### src/rtl/bin_to_bcd_converter.sv
// bin_to_bcd_converter
//   Sequential binary-to-BCD converter (double dabble, one bit per clock).
//   Converts a binary result, optionally two's complement, into packed BCD
//   digits plus a sign flag for the seven-segment display path.
// Ports:
//   clk          rising-edge system clock
//   rst          asynchronous reset, active low
//   start        request a conversion; sampled only while idle
//   bin_in       binary value, captured on the accepting edge
//   signed_mode  1: bin_in is two's complement; captured with bin_in
//   busy         conversion in progress
//   done         one-cycle pulse: bcd_out/neg_out just updated
//   bcd_out      packed BCD, digit 0 in [3:0]
//   neg_out      result is negative
module bin_to_bcd_converter #(
    parameter int unsigned BIN_W  = 8,
    parameter int unsigned DIGITS = 3
) (
    input  logic                  clk,
    input  logic                  rst,
    input  logic                  start,
    input  logic [BIN_W-1:0]      bin_in,
    input  logic                  signed_mode,
    output logic                  busy,
    output logic                  done,
    output logic [4*DIGITS-1:0]   bcd_out,
    output logic                  neg_out
);

    localparam int unsigned SCR_W = 4 * DIGITS;
    localparam int unsigned CNT_W = $clog2(BIN_W + 1);
    localparam int unsigned MAG_W = BIN_W + 1;

    typedef enum logic [0:0] {
        IDLE  = 1'b0,
        SHIFT = 1'b1
    } state_t;

    state_t             state_q, state_d;
    logic [BIN_W-1:0]   shift_q, shift_d;
    logic [SCR_W-1:0]   scr_q,   scr_d;
    logic [CNT_W-1:0]   count_q, count_d;
    logic               sign_q,  sign_d;
    logic               busy_q,  busy_d;
    logic               done_q,  done_d;
    logic [SCR_W-1:0]   bcd_q,   bcd_d;
    logic               neg_q,   neg_d;

    logic [SCR_W-1:0]   adj_c;
    logic [MAG_W-1:0]   neg_mag_c;
    logic               is_neg_c;

    // Add-3 pass: bump every scratch digit >= 5 before the shift.
    always_comb begin
        adj_c = scr_q;
        for (int i = 0; i < int'(DIGITS); i++) begin
            if (scr_q[4*i +: 4] >= 4'd5) begin
                adj_c[4*i +: 4] = scr_q[4*i +: 4] + 4'd3;
            end
        end
    end

    // Negation in BIN_W+1 bits so the most negative input yields its full magnitude.
    always_comb begin
        neg_mag_c = MAG_W'(0) - {1'b0, bin_in};
        is_neg_c  = signed_mode & bin_in[BIN_W-1];
    end

    // Next-state and datapath logic.
    always_comb begin
        state_d = state_q;
        shift_d = shift_q;
        scr_d   = scr_q;
        count_d = count_q;
        sign_d  = sign_q;
        busy_d  = busy_q;
        done_d  = 1'b0;
        bcd_d   = bcd_q;
        neg_d   = neg_q;

        case (state_q)
            IDLE: begin
                if (start) begin
                    shift_d = is_neg_c ? neg_mag_c[BIN_W-1:0] : bin_in;
                    scr_d   = '0;
                    sign_d  = is_neg_c;
                    count_d = '0;
                    busy_d  = 1'b1;
                    state_d = SHIFT;
                end
            end
            SHIFT: begin
                scr_d   = {adj_c[SCR_W-2:0], shift_q[BIN_W-1]};
                shift_d = {shift_q[BIN_W-2:0], 1'b0};
                count_d = count_q + CNT_W'(1);
                if (count_q == CNT_W'(BIN_W - 1)) begin
                    bcd_d   = {adj_c[SCR_W-2:0], shift_q[BIN_W-1]};
                    neg_d   = sign_q;
                    done_d  = 1'b1;
                    busy_d  = 1'b0;
                    state_d = IDLE;
                end
            end
            default: begin
                state_d = IDLE;
            end
        endcase
    end

    // State and output registers.
    always_ff @(posedge clk or negedge rst) begin
        if (!rst) begin
            state_q <= IDLE;
            shift_q <= '0;
            scr_q   <= '0;
            count_q <= '0;
            sign_q  <= 1'b0;
            busy_q  <= 1'b0;
            done_q  <= 1'b0;
            bcd_q   <= '0;
            neg_q   <= 1'b0;
        end else begin
            state_q <= state_d;
            shift_q <= shift_d;
            scr_q   <= scr_d;
            count_q <= count_d;
            sign_q  <= sign_d;
            busy_q  <= busy_d;
            done_q  <= done_d;
            bcd_q   <= bcd_d;
            neg_q   <= neg_d;
        end
    end

    // A carry out of the top digit means DIGITS is too small for BIN_W.
    always_ff @(posedge clk) begin
        if (rst && (state_q == SHIFT)) begin
            assert (!adj_c[SCR_W-1]);
        end
    end

    assign busy    = busy_q;
    assign done    = done_q;
    assign bcd_out = bcd_q;
    assign neg_out = neg_q;

endmodule
### config.mk
export PLATFORM = sky130hd
export DESIGN_NAME = bin_to_bcd_converter
export DESIGN_NICKNAME = d
export VERILOG_FILES = /design/src/rtl/bin_to_bcd_converter.sv
export SDC_FILE = /design/constraint.sdc
export NUM_CORES = 1
export LEC_CHECK = 0
export ABC_AREA = 1
export BUFFER_PORTS_ARGS = -buffer_cell sky130_fd_sc_hd__buf_4
export CORE_MARGIN = 1
export CORE_UTILIZATION = 51
export CTS_CLUSTER_SIZE = 10
export DETAILED_ROUTE_END_ITERATION = 6
export PLACE_DENSITY = 0.78
export SLEW_MARGIN = 5
export SYNTH_ARGS = -nofsm -noshare
export SYNTH_HDL_FRONTEND = slang
export SYNTH_SLANG_ARGS = --single-unit
### constraint.sdc
create_clock -name clk -period 1.24 [get_ports clk]
set_input_delay 0.186 -clock clk [delete_from_list [all_inputs] [get_ports clk]]
set_output_delay 0.186 -clock clk [all_outputs]
set_load 0.01 [all_outputs]
==> results.md <==
* Die width at around 65 um
* Area Overhead vs Synth at 42.56%
* DP HPWL at 3.033 mm
* Die Area at 4210 um^2
* Hold Path Origin: bin_in[6]
* Reg clk slew, reported paths at 0.08 ns
* Least-Margin Pin Slew at between 0.5 and 0.6 ns
* Power per cell area at 2725 nW/um^2
* Leading area contributor after synthesis: dfrtp_1
* Cell-internal power at between 0.004 and 0.005 W
* WP data required at roughly 1.4 ns
* Final Instance Count excl. Fillers at between 300 and 400
* Iter 0 DRT Violations at 247
* WL met2 at 2.937 mm
* Syn_nets at 265
* Worst slew margin at 0.6569
* Fin crit share at 1.094
* Hold Path Sink: shift_q[6]
* Crit-path cells: inv_2 > ha_4 > inv_4 > o21ai_4 > nand3_2 > nand3_2 > nand2_1
* Core area at around 3700 um^2
* Crit path launch type: register
* R2R Path Start: scr_q[5]
* FF-to-FF path depth at 7
* Tot GR Track Use at 0.2629
* Status: finished, violations left
* DRC viols at 0
* Reg2Reg Setup Slack at -0.12 ns
* Synth area leaders: dfrtp_1, nand2_1, nand3_1, o21ai_0, inv_1
* Peak supply drop at between 1000 and 1500 uV
* Setup Viol. Count Final at 16
* Clock Power Share at 0.143
* Diodes inserted at 0
* GPL Wtd Cong at roughly 0.87
* Clock buffer count from CTS at 5
* WL met1 at 2.324 mm
* CP Max Fanout at 3
* Synth unique cells at 21
* Worst setup path startpoint: scr_q[5]
* Share of the synthesized area in the top cell type at 0.5087
* Max Used Layer: met4
* Gr ovfl total at 0
* Final min period at 1.357 ns
* R2R Path End: bcd_out[5]
* Post-route setup TNS at -1.072 ns
* Sequential-to-total area share from yosys stat at 0.5087
* TritonCTS clock tree: built
* H-Tree Depth at 2
* Slowest stage cell, crit path: dfrtp_1
* Leakage at 1.477 nW
* Worst hold-check path type: primary input to register
* Worst skew pair latency at ~0.29 ns
* Placed insts at 332
* Vias per cell at 5.742
* Initial antenna violation count at 0
* CP bufs+invs at 2
* Minimum hold slack at around 0.17 ns
* CP dominant cell by count: nand3_2
* WL per Instance at 16.37 um
* Routed WL at slightly below 6 mm
* Vias in the first global route at roughly 1,900
* Die Height at 64.89 um
* Share of cells above drive strength 1 at 0.3929
* Final hold viol count at 0
* RSZ-0062 raised after global routing: yes
* Switching Share at 0.4249
* Combinational group share of total power at 0.552
* Synth Cell Area at 2017 um^2
* Worst path depth at 7
* Share of power burned in registers at 0.305
* FF+latch count, synth at just over 40
* Place WS at -0.1080 ns
* Initial DRT Pass Iterations at 5
* Row count at 22
* Post-Synthesis Cells at about 250
* Post-route setup slack at -0.1167 ns
* Max stage delay on crit path at roughly 0.41 ns
* Max_cap viols at 0
* Synth warnings at 0
* CP arrival at approximately 1.5 ns
* Family with the most delay on the worst path: flip-flops
* Hold depth at 4
* DRT antenna net count at 0
* Power after layout at just under 0.008 W
* Total vias in the final route at 2,044
* Max Slew Vio Count at 0
* Sw Pwr at about 0.0033 W
* CTS root buffer: clkbuf_8
* Worst Skew at slightly below 0.008 ns
* Clock Sinks at between 40 and 50
* Synth Area per Inst at between 8 and 9 um^2
* F_max at ~740 MHz
* Port buffer count at 26
* Nets at roughly 330
* Starting Density at 0.5428
* CTS max path bufs at 2
* CP endpoint kind: register
* DR WL met3 at 328 um
* Violated checks: setup timing
* # IOs at 27
* Largest net degree at the start of global routing at between 40 and 50
* WS Path Type: register to register
* First-pass GRT wire length at roughly 8.3 mm
==> cell type report <==
class                           count  area, um^2
Timing Repair Buffer               59       464.2
Tap cell                           48       60.06
Fill cell                         275       840.8
Timing Repair inverter              1       11.26
Sequential cell                    41        1027
Clock inverter                      1       30.03
Clock buffer                        7       86.33
Inverter                           28       117.6
Multi-Input combinational cell    171        1079
==> power groups by stage <==
| stage | sequential, W | clock [W] | combinational [W] |
|---|---|---|---|
| after detailed placement | 0.00231 | 0 | 0.00273 |
| final | 0.00239 | 0.00112 | 0.00433 |
| after floorplan | 0.00237 | 0 | 0.00160 |
| after global placement | 0.00229 | 0 | 0.00264 |
| after global routing | 0.00245 | 0.00118 | 0.00464 |
| after CTS | 0.00233 | 0.00112 | 0.00322 |
==> per-stage QoR <==
| stage | util | cell area, um^2 |
|---|---|---|
| 3_5_place_dp | 0.6387 | 2374 |
| 2_1_floorplan | - | 2017 |
| 4_1_cts | 0.7121 | 2646 |
| 6_report | 0.7737 | 2875 |
| 3_3_place_gp | 0.6387 | 2374 |
| 5_1_grt | 0.7737 | 2875 |
==> synthesized netlist by cell type (all sizes together) <==
master  number
a22o         1
a22oi        8
a31oi        1
buf          5
dfrtp       41
ha           8
inv         28
nand2       80
nand3       29
nand4        3
nor2        10
nor3         2
o211ai       2
o21ai       23
o22ai        4
==> tightest hold or removal path: cells and delay by family <==
| kind | cells | cell delay [ns] |
|---|---|---|
| buffers and inverters | 1 | 0.08 |
| and+or+nand+nor | 3 | 0.15 |
==> placed cells by master, fill, tap and decap left out, types with 4 or more instances in the layout <==
cell and count:
o22ai_1 4, o21ai_1 7, nand3_2 16, a22oi_1 8, nand2_2 9, nand3_1 13, dfrtp_1 40, inv_1 17
clkbuf_8 6, o21ai_0 12, nand2_4 5, nor2_1 7, inv_2 8, nand2_1 66, buf_4 54
==> how the worst max path moves through the flow <==
stage,to
2_1_floorplan,scr_q[1]
3_3_place_gp,bcd_out[3]
3_5_place_dp,scr_q[1]
4_1_cts,scr_q[5]
5_1_grt,scr_q[5]
6_report,bcd_out[5]
==> kinds of logic after synthesis <==
family / share of synthesized area
AOI/OAI and AO/OA: 0.1141
adders and majority gates: 0.04963
buffers and inverters: 0.06886
DFF: 0.5087
and+or+nand+nor: 0.2587
==> state kept, by name, indices dropped and copies added, names as in the netlist <==
register / flops
scr_q: 12
busy: 1
state_q: 1
bcd_out: 12
shift_q: 8
done: 1
neg_out: 1
sign_q: 1
count_q: 4
==> routing by layer <==
layer,track usage,vias up
li1,-,932
met1,0.3048,975
met2,0.4492,107
met3,0.05634,30
met4,0.1417,0
met5,0,-
==> repair_timing <==
| action | in CTS | in global routing |
|---|---|---|
| gates cloned | 0 | 1 |
| gates resized for setup | 29 | 56 |
| hold buffers | 1 | 0 |
| endpoints found under the setup margin | 23 | 25 |
| buffers inserted | 7 | 7 |
| pin swaps | 13 | 27 |
| endpoints found under the hold margin | 41 | 0 |
No activity file was read; power rests on OpenSTA's default activity.
